### config.mk
export PLATFORM = sky130hd
export DESIGN_NAME = tick_debouncer
export DESIGN_NICKNAME = d
export VERILOG_FILES = /design/src/rtl/tick_debouncer.sv
export SDC_FILE = /design/constraint.sdc
export NUM_CORES = 1
export LEC_CHECK = 0
export BUFFER_PORTS_ARGS = -buffer_cell sky130_fd_sc_hd__buf_2
export CAP_MARGIN = 5
export CELL_PAD_IN_SITES_DETAIL_PLACEMENT = 0
export CELL_PAD_IN_SITES_GLOBAL_PLACEMENT = 2
export CORE_UTILIZATION = 35
export CTS_CLUSTER_SIZE = 12
export DETAILED_ROUTE_END_ITERATION = 12
export PLACE_DENSITY = 0.84
export REMOVE_ABC_BUFFERS = 1
export SLEW_MARGIN = 5
export SYNTH_ARGS = -nofsm -noshare
export SYNTH_HDL_FRONTEND = slang
export SYNTH_SLANG_ARGS = --single-unit
### constraint.sdc
create_clock -name clk -period 3.4 [get_ports clk]
set_clock_uncertainty 0.1 [all_clocks]
set_input_delay 0 -clock clk [delete_from_list [all_inputs] [get_ports clk]]
set_output_delay 0 -clock clk [all_outputs]
set_load 0.01 [all_outputs]
### src/rtl/tick_debouncer.sv
// Tick-qualified push-button debouncer: 2-flop synchronizer, 4-state qualifier FSM,
// registered edge pulses and a one-shot long-press flag counted in timer ticks.
module tick_debouncer #(
    parameter int STABLE_TICKS = 4,
    parameter int LONG_TICKS   = 100
) (
    input  logic clk,
    input  logic reset,
    input  logic tick,
    input  logic noisy_in,
    output logic clean,
    output logic rise,
    output logic fall,
    output logic long_press,
    output logic busy
);

    localparam int SYNC_STAGES = 2;
    localparam int STAB_W      = $clog2(STABLE_TICKS + 1);
    localparam int HOLD_W      = $clog2(LONG_TICKS + 1);

    localparam logic [STAB_W-1:0] STAB_LAST = STAB_W'(STABLE_TICKS - 1);
    localparam logic [HOLD_W-1:0] HOLD_MAX  = HOLD_W'(LONG_TICKS);

    typedef enum logic [1:0] {
        LOW     = 2'b00,
        WAIT_HI = 2'b01,
        HIGH    = 2'b11,
        WAIT_LO = 2'b10
    } state_t;

    // ------------------------------------------------------------------
    // Input synchronizer
    // ------------------------------------------------------------------
    logic [SYNC_STAGES-1:0] sync_reg;
    logic [SYNC_STAGES-1:0] sync_next;
    logic                   sync_in;

    genvar gi;
    generate
        for (gi = 0; gi < SYNC_STAGES; gi++) begin : g_sync
            if (gi == 0) begin : g_first
                assign sync_next[gi] = noisy_in;
            end else begin : g_chain
                assign sync_next[gi] = sync_reg[gi-1];
            end
        end
    endgenerate

    always_ff @(posedge clk) begin
        if (reset) begin
            sync_reg <= '0;
        end else begin
            sync_reg <= sync_next;
        end
    end

    assign sync_in = sync_reg[SYNC_STAGES-1];

    // ------------------------------------------------------------------
    // State register and counters
    // ------------------------------------------------------------------
    state_t            state_reg;
    state_t            state_next;
    logic [STAB_W-1:0] stab_reg;
    logic [STAB_W-1:0] stab_next;
    logic [HOLD_W-1:0] hold_reg;
    logic [HOLD_W-1:0] hold_next;

    logic clean_reg, clean_next;
    logic rise_reg,  rise_next;
    logic fall_reg,  fall_next;
    logic long_reg,  long_next;
    logic busy_reg,  busy_next;

    always_ff @(posedge clk) begin
        if (reset) begin
            state_reg <= LOW;
            stab_reg  <= '0;
            hold_reg  <= '0;
            clean_reg <= 1'b0;
            rise_reg  <= 1'b0;
            fall_reg  <= 1'b0;
            long_reg  <= 1'b0;
            busy_reg  <= 1'b0;
        end else begin
            state_reg <= state_next;
            stab_reg  <= stab_next;
            hold_reg  <= hold_next;
            clean_reg <= clean_next;
            rise_reg  <= rise_next;
            fall_reg  <= fall_next;
            long_reg  <= long_next;
            busy_reg  <= busy_next;
        end
    end

    // ------------------------------------------------------------------
    // Next-state logic
    // ------------------------------------------------------------------
    always_comb begin
        state_next = state_reg;
        stab_next  = stab_reg;
        case (state_reg)
            LOW: begin
                stab_next = '0;
                if (sync_in) begin
                    state_next = WAIT_HI;
                end
            end
            HIGH: begin
                stab_next = '0;
                if (!sync_in) begin
                    state_next = WAIT_LO;
                end
            end
            WAIT_HI: begin
                // A bounce back to the old level beats a coincident tick.
                if (!sync_in) begin
                    state_next = LOW;
                    stab_next  = '0;
                end else if (tick) begin
                    if (stab_reg == STAB_LAST) begin
                        state_next = HIGH;
                        stab_next  = '0;
                    end else begin
                        stab_next = stab_reg + 1'b1;
                    end
                end
            end
            WAIT_LO: begin
                if (sync_in) begin
                    state_next = HIGH;
                    stab_next  = '0;
                end else if (tick) begin
                    if (stab_reg == STAB_LAST) begin
                        state_next = LOW;
                        stab_next  = '0;
                    end else begin
                        stab_next = stab_reg + 1'b1;
                    end
                end
            end
            default: begin
                state_next = LOW;
                stab_next  = '0;
            end
        endcase
    end

    // Hold time restarts only on a genuine new press, so release bounces keep it.
    always_comb begin
        hold_next = hold_reg;
        if (state_reg == WAIT_HI && state_next == HIGH) begin
            hold_next = '0;
        end else if ((state_reg == HIGH || state_reg == WAIT_LO) && tick && hold_reg != HOLD_MAX) begin
            hold_next = hold_reg + 1'b1;
        end
    end

    // ------------------------------------------------------------------
    // Output logic (registered one edge later alongside the state)
    // ------------------------------------------------------------------
    always_comb begin
        clean_next = (state_next == HIGH) || (state_next == WAIT_LO);
        busy_next  = (state_next == WAIT_HI) || (state_next == WAIT_LO);
        rise_next  = (state_reg == WAIT_HI) && (state_next == HIGH);
        fall_next  = (state_reg == WAIT_LO) && (state_next == LOW);
        long_next  = (hold_next == HOLD_MAX) && (hold_reg != HOLD_MAX);
    end

    assign clean      = clean_reg;
    assign rise       = rise_reg;
    assign fall       = fall_reg;
    assign long_press = long_reg;
    assign busy       = busy_reg;

endmodule

After elaboration in Yosys (flattened, before gate mapping). Index checks and enable logic that the tools add are counted.

Register bits: 19.

Add/subtract/negate cells: 2. Muxes and demuxes: 16. Eq/ne operators: 9. Reduce and logical (&&, ||, !) cells: 11.

Operators by type and width (number): two-way mux 2 bit (8); two-way mux 7 bit (2); two-way mux 3 bit (4); one-hot mux 3 bit (3 select lines) (1); == test 2 bit, second input constant (4); one-hot mux 2 bit (4 select lines) (1); adder 7 x 1 -> 7 bit, second input constant (1); == test 7 bit, second input constant (1); != test 7 bit, second input constant (1); logical AND 1 bit (5); == test 2 x 1 -> 1 bit, second input constant (2); logical NOT 2 bit (2); adder 3 x 1 -> 3 bit, second input constant (1); == test 3 x 2 -> 1 bit, second input constant (1); logical OR 1 bit (3); OR reduction 2 bit (1).

Logic depth before layout (Yosys ltp). Gate-level depths: netlist of run 1.

Word-level depth: 10. Depth in mapped cells: 11. Gate-level depth less buffers: 11.

Worst setup path before layout of run 1. No wires, ideal clock.

Path type: register -> register. Start: register state_reg[1]. End: register long_reg, in the netlist long_press. Setup slack: 0.872 ns. Cell stages (with the launch flop): 12. Arrival: 2.341 ns. Period minus slack after synthesis: 2.528 ns. Required time: 3.213 ns. Path through: dfxtp_1 -> inv_1 -> ha_1 -> nor2_1 -> nor2_1 -> a2111oi_0 -> nor2_1 -> ha_1 -> a21o_1 -> nor2_1 -> mux2i_1 -> nor4b_2.

RTL lines: start: declaration (line 63) `state_t state_reg;`; start signal: assignment (line 87) `state_reg <= state_next;`; == test 2 bit, or another cell as far along (line 104) `case (state_reg)`; one-hot mux 2 bit (4 select lines) * (line 104); net state_next[0] (line 64) `state_t state_next;`; == test 2 bit * (line 154) `if (state_reg == WAIT_HI && state_next == HIGH) begin`; logical AND 1 bit * (line 154); two-way mux 7 bit * (line 154); == test 7 bit * (line 169) `long_next = (hold_next == HOLD_MAX) && (hold_reg != HOLD_MAX);`; logical AND 1 bit * (line 169); end signal: assignment (line 93) `long_reg <= long_next;`; end: declaration (line 73) `logic long_reg, long_next;`.

The timed path passes the listed nets; every way through them passes the cells marked *. A chain may end at the register's enable or synchronous reset.

Final worst setup path of run 1. Same ends and word-level chain as after synthesis.

==> results.sh, run 1 <==
export IMPL_post_cts_resized=0
export IMPL_worst_ir_drop_vdd_v=0.000184
export IMPL_height_of_the_die_um=55.6
export IMPL_fp_row_count=19
export IMPL_cellInternalPower_w=0.000266
export IMPL_detail_route_iter0_violations=12
export IMPL_grt_start_max_net_pins=13
export IMPL_drc_violations=0
export IMPL_cts_htree_levels=1
export IMPL_yosys_area_share_simple=0.230
export IMPL_cell_pwr_density_nw_per_um2=304
export IMPL_clockRootBuffer="sky130_fd_sc_hd__clkbuf_4"
export IMPL_main_combinational_cell_family_by_area_after_synthesis="simple AND/OR/NAND/NOR gates"
export IMPL_chipWidth_um=55.6
export IMPL_clock_insertion_delay_worst_skew_ns=0.29
export IMPL_postSynth_asyncResetShare=0
export IMPL_outcome="finished clean"
export IMPL_most_common_cell_after_layout_fill_and_taps_aside="sky130_fd_sc_hd__dfxtp_1"
export IMPL_worst_rel_slew_slack=0.491
export IMPL_path_clk_slew_ns=0.10
export IMPL_fin_crit_sh=0.839
export IMPL_final_period_minus_worst_setup_slack_ns=2.85
export IMPL_setup_tns_final_ns=0
export IMPL_critical_path_required_ns=3.51
export IMPL_post_synth_mux_area_share=0.0510
export IMPL_total_leakage_power_nw=0.441
export IMPL_grt_overflow_total=0
export IMPL_tightestPinTransition_ns=0.744
export IMPL_dp_slack_ns=0.596
export IMPL_die_area_um2=3090
export IMPL_place_detailed_hpwl_mm=1.42
export IMPL_sw_frac_of_total=0.228
export IMPL_postLayoutSetupSlackWorst_ns=0.546
export IMPL_largest_register_ff_count=7
export IMPL_r2r_start="state_reg[1]"
export IMPL_first_global_vias=773
export IMPL_achievable_frequency_mhz=350
export IMPL_critical_path_start_end_classification="flip-flop to flip-flop"
export IMPL_reg2reg_to="long_press"
export IMPL_p_seq_frac=0.623
export IMPL_crit_path_start_kind="flip-flop"
export IMPL_synth_main_ff_cell="sky130_fd_sc_hd__dfxtp_1"
export IMPL_area_growth_syn_to_layout_pct=12.6
export IMPL_holdPathStages=1
export IMPL_max_cap_violations=0
export IMPL_synth_fa_ha_area_frac=0.112
export IMPL_netlist_area_um2=1010
export IMPL_ant_nets=0
export IMPL_core_area_um2=2730
export IMPL_initial_utilization=0.368
export IMPL_holdCritPathClass="flip-flop to flip-flop"
export IMPL_yosysSeqAreaShare=0.358
export IMPL_finalWeightedCongestion=0.790
export IMPL_tritoncts="built"
export IMPL_routed_wire_length_per_instance_um=12.4
export IMPL_grt_pass1_wl_mm=3.40
export IMPL_tritoncts_num_buffers=3
export IMPL_postSynthRegisterBits=18
export IMPL_commonest_cells_after_routing_fill_and_taps_aside="sky130_fd_sc_hd__dfxtp_1 (18), sky130_fd_sc_hd__nor2_1 (14), sky130_fd_sc_hd__ha_1 (9), sky130_fd_sc_hd__buf_2 (8), sky130_fd_sc_hd__inv_1 (7)"
export IMPL_finish_net_count=140
export IMPL_p_total_w=0.000345
export IMPL_timing_reg2reg_setup_slack_ns=0.55
export IMPL_synth_enable_flop_cells=0
export IMPL_worst_r2r_cell_count=11
export IMPL_wirelength_mm=1.94
export IMPL_portBuffers=8
export IMPL_via_cell_ratio=5.29
export IMPL_cts_num_sinks=18
export IMPL_report_final_setup_viol=0
export IMPL_synthXorXnorAreaFrac=0.00871
export IMPL_antenna_cells=0
export IMPL_floorplan_io_pins=9
export IMPL_cp_max_fo=7
export IMPL_cp_end_kind="flip-flop"
export IMPL_power_frac_clock=0.310
export IMPL_synth_avg_cell_area_um2=8.98
export IMPL_grt_setup_unrepaired="no"
export IMPL_hold_viol=0
export IMPL_cts_max_path_buffers=2
export IMPL_postLayoutCoreUtil=0.414
export IMPL_synth_compound_area_frac=0.199
export IMPL_hold_path_startpoint="sync_reg[0]"
export IMPL_route_vias_total=826
export IMPL_synth_cell_type_count=34
export IMPL_firstDrtPassIters=4
export IMPL_slew_violations=0
export IMPL_drive_above_1_share=0.144
export IMPL_switchingPower_w=0.0000787
export IMPL_crit_path_start="state_reg[1]"
export IMPL_combPwrFrac=0.067
export IMPL_yosys_warnings=0
export IMPL_cp_arrival_ns=2.96
export IMPL_overall_global_routing_usage=0.140
export IMPL_hold_path_end="sync_reg[1]"
export IMPL_synthCells=112
export IMPL_grt_antenna_before_repair=0
## worst max-delay path, stage by stage (launching register included)
cell	delay (ns)
sky130_fd_sc_hd__dfxtp_1	0.41
sky130_fd_sc_hd__inv_1	0.12
sky130_fd_sc_hd__ha_1	0.28
sky130_fd_sc_hd__nor2_1	0.12
sky130_fd_sc_hd__nor2_1	0.04
sky130_fd_sc_hd__a2111oi_0	0.68
sky130_fd_sc_hd__nor2_1	0.09
sky130_fd_sc_hd__ha_1	0.23
sky130_fd_sc_hd__a21o_1	0.24
sky130_fd_sc_hd__nor2_1	0.11
sky130_fd_sc_hd__mux2i_1	0.11
sky130_fd_sc_hd__nor4b_2	0.25
## synth_stat cells, types with 4 or more instances
library cell,count,area share
sky130_fd_sc_hd__dfxtp_1,18,0.36
sky130_fd_sc_hd__nor2_1,14,0.052
sky130_fd_sc_hd__ha_1,9,0.11
sky130_fd_sc_hd__inv_1,7,0.026
sky130_fd_sc_hd__nand2_1,6,0.022
sky130_fd_sc_hd__a21oi_1,5,0.025
sky130_fd_sc_hd__mux2i_1,4,0.040
sky130_fd_sc_hd__nor2b_1,4,0.025
## cells by family after synthesis
kind of cell / Yosys count
muxes: 5
buffers and inverters: 9
DFF: 18
xor gates and xnor gates: 1
adders and majority gates: 9
and+or+nand+nor: 43
AOI/OAI and AO/OA: 27
## worst max path at each step
stage	endpoint	slack, ns	cells past startpoint
after floorplan	long_press	0.87	11
after global placement	long_press	0.77	11
after detailed placement	long_press	0.60	11
after CTS	long_press	0.56	11
after global routing	long_press	0.19	11
final	long_press	0.55	11
## per-layer routing
metal | share of wire | vias up | track usage
li1 | - | 426 | -
met1 | 0.52 | 371 | 0.191
met2 | 0.42 | 25 | 0.210
met3 | 0.045 | 4 | 0.0302
met4 | 0.018 | 0 | 0.0643
met5 | 0 | - | 0
## final cells by class
class | count | area (um2)
repair buffers | 12 | 80.1
multi-input cells | 85 | 604
clock buffers | 3 | 22.5
flip-flops and latches | 18 | 360
inverters | 7 | 26.3
fillers | 270 | 1600
well taps | 31 | 38.8
## power groups by stage
stage          clock (W)  combinational (W)  sequential [W]
3_5_place_dp           0          0.0000195        0.000219
6_report        0.000107          0.0000230        0.000215
2_1_floorplan          0          0.0000119        0.000219
4_1_cts         0.000111          0.0000230        0.000215
5_1_grt         0.000123          0.0000259        0.000215
3_3_place_gp           0          0.0000189        0.000219
## through the flow
stage / hold WS, ns / instances / instance area (um2)
2_1_floorplan: -0.0284 / 110 / 991
3_3_place_gp: 0.117 / 149 / 1070
3_5_place_dp: 0.116 / 149 / 1070
4_1_cts: 0.360 / 156 / 1130
5_1_grt: 0.373 / 156 / 1130
6_report: 0.353 / 156 / 1130
## repair_timing
item                       in CTS  in global routing
buffers inserted                0                  0
setup endpoints to repair       0                  0
hold endpoints to repair       11                  0
hold buffers                    4                  0
(Power assumes the default switching activity.)
==> run 2, diff against run 1 <==
==> constraint.sdc (replaced) <==
create_clock -name clk -period 2.9 [get_ports clk]
set_clock_uncertainty 0.1 [all_clocks]
set_input_delay 0 -clock clk [delete_from_list [all_inputs] [get_ports clk]]
set_output_delay 0 -clock clk [all_outputs]
set_load 0.01 [all_outputs]
==> results.sh, run 2 (synthesis gave the netlist of run 1 again) <==
export IMPL_critical_path_required_ns=3.02
export IMPL_holdCritPathClass="flip-flop to flip-flop"
export IMPL_timing_reg2reg_setup_slack_ns=0.31
export IMPL_ff_latch_area_um2=360
export IMPL_core_area_um2=2730
export IMPL_combined_buffer_and_inverter_count_along_the_critical_path=1
export IMPL_grt_antenna_before_repair=0
export IMPL_max_cap_violations=0
export IMPL_via_cell_ratio=5.27
export IMPL_fin_crit_sh=0.894
export IMPL_timing_critical_path_mode_cell="sky130_fd_sc_hd__nor2_1"
export IMPL_cp_max_fo=7
export IMPL_cp_slowest_cell="sky130_fd_sc_hd__dfxtp_1"
export IMPL_total_leakage_power_nw=0.450
export IMPL_grt_setup_unrepaired="no"
export IMPL_report_final_setup_viol=0
export IMPL_wirelength_mm=1.99
export IMPL_route_vias_total=827
export IMPL_overall_global_routing_usage=0.140
export IMPL_fp_row_count=19
export IMPL_critical_path_start_end_classification="flip-flop to flip-flop"
export IMPL_r2r_start="state_reg[1]"
export IMPL_largest_register_ff_count=7
export IMPL_finish_net_count=140
export IMPL_place_inst=149
export IMPL_chipWidth_um=55.6
export IMPL_cts_htree_levels=1
export IMPL_crit_path_start="state_reg[1]"
export IMPL_place_detailed_hpwl_mm=1.45
export IMPL_clock_insertion_delay_worst_skew_ns=0.30
export IMPL_critical_path_top_delay_family="simple AND/OR/NAND/NOR gates"
export IMPL_multiInputGateArea_um2=623
export IMPL_slew_violations=0
export IMPL_achievable_frequency_mhz=386
export IMPL_crit_path_start_kind="flip-flop"
export IMPL_drive_above_1_share=0.159
export IMPL_height_of_the_die_um=55.6
export IMPL_cell_pwr_density_nw_per_um2=379
export IMPL_final_fill_count=274
export IMPL_path_clk_slew_ns=0.11
export IMPL_first_global_vias=841
export IMPL_finalWeightedCongestion=0.787
export IMPL_drc_violations=0
export IMPL_worst_rel_slew_slack=0.625
export IMPL_antenna_cells=0
export IMPL_final_period_minus_worst_setup_slack_ns=2.59
export IMPL_portBuffers=8
export IMPL_tritoncts="built"
export IMPL_cp_slowest_stage_delay_ns=0.41
export IMPL_grt_overflow_total=0
export IMPL_clockRootBuffer="sky130_fd_sc_hd__clkbuf_4"
export IMPL_commonest_cells_after_routing_fill_and_taps_aside="sky130_fd_sc_hd__dfxtp_1 (18), sky130_fd_sc_hd__nor2_1 (14), sky130_fd_sc_hd__ha_1 (9), sky130_fd_sc_hd__buf_2 (8), sky130_fd_sc_hd__inv_1 (7)"
export IMPL_cts_num_sinks=18
export IMPL_initial_utilization=0.368
export IMPL_grt_start_max_net_pins=13
export IMPL_outcome="finished clean"
export IMPL_setup_tns_final_ns=0
export IMPL_detail_route_iter0_violations=20
export IMPL_firstDrtPassIters=4
export IMPL_worst_ir_drop_vdd_v=0.000267
export IMPL_die_area_um2=3090
export IMPL_area_growth_syn_to_layout_pct=15.8
export IMPL_most_common_cell_after_layout_fill_and_taps_aside="sky130_fd_sc_hd__dfxtp_1"
export IMPL_hold_path_startpoint="sync_reg[0]"
export IMPL_cts_max_path_buffers=2
export IMPL_cp_end_kind="flip-flop"
export IMPL_ant_nets=0
export IMPL_tritoncts_num_buffers=3
export IMPL_tightestPinTransition_ns=0.549
export IMPL_worstPathCellList="inv_1, ha_1, nor2_1, nor2_1, a2111oi_4, nor2_1, ha_1, a21o_1, nor2_1, mux2i_1, nor4b_2"
export IMPL_floorplan_io_pins=9
export IMPL_instances_no_fill=157
export IMPL_cp_arrival_ns=2.72
export IMPL_routed_wire_length_per_instance_um=12.7
export IMPL_grt_pass1_wl_mm=3.44
export IMPL_hold_viol=0
[run 2: changes by cell type in the layout (fill, tap and decap cells not counted), sizes merged]
cell | before | now
clkbuf | 3 | 4
[run 2: what timing repair did]
item                                    in CTS  in global routing
endpoints found under the hold margin       11                  0
endpoints found under the setup margin       1                  1
gates resized for setup                      1                  2
hold buffers                                 4                  0
buffers inserted                             0                  0
[run 2: power by group]
part	leakage [nW]	switching (W)	internal [W]
clock network	0.0210	0.0000843	0.0000767
logic	0.284	0.0000139	0.0000148
registers	0.146	0.00000185	0.000250
total	0.450	0.000100	0.000341
[run 2: final timing paths]
path                            cells after the start     endpoint
worst min register to register                      1  sync_reg[1]
worst min-delay path                                1  sync_reg[1]
worst max register to register                     11   long_press
worst max-delay path                               11   long_press
[run 2: final cells by class]
class                      count  area share
sequential                    18       0.309
timing repair buffer          12      0.0687
clock buffer                   4      0.0311
inverter                       7      0.0226
multi-input combinational     85       0.535
tap                           31      0.0333
[run 2: metrics by stage]
stage	instance area (um2)	hold WS (ns)	power, W	util	setup slack (ns)
after floorplan	991	-0.0284	0.000271	-	0.372
after global placement	1070	0.116	0.000279	0.391	0.266
after detailed placement	1070	0.123	0.000280	0.391	0.0473
after CTS	1150	0.349	0.000440	0.420	0.103
after global routing	1160	0.364	0.000455	0.426	0.0574
final	1160	0.346	0.000441	0.426	0.306
[run 2: layer usage]
metal	GRT usage	wire [um]	vias up	share of wire
met5	0	0	-	0
met4	0.0750	34	0	0.017
met3	0.0302	53	4	0.027
met2	0.229	906	11	0.46
met1	0.172	998	389	0.50
li1	-	-	423	-
[run 2: worst reg2reg max path: stages, from the launching register on]
cell and delay (ns):
sky130_fd_sc_hd__dfxtp_1 0.41, sky130_fd_sc_hd__inv_1 0.12, sky130_fd_sc_hd__ha_1 0.31, sky130_fd_sc_hd__nor2_1 0.13, sky130_fd_sc_hd__nor2_1 0.07, sky130_fd_sc_hd__a2111oi_4 0.37, sky130_fd_sc_hd__nor2_1 0.08, sky130_fd_sc_hd__ha_1 0.20
sky130_fd_sc_hd__a21o_1 0.24, sky130_fd_sc_hd__nor2_1 0.12, sky130_fd_sc_hd__mux2i_1 0.11, sky130_fd_sc_hd__nor4b_2 0.25
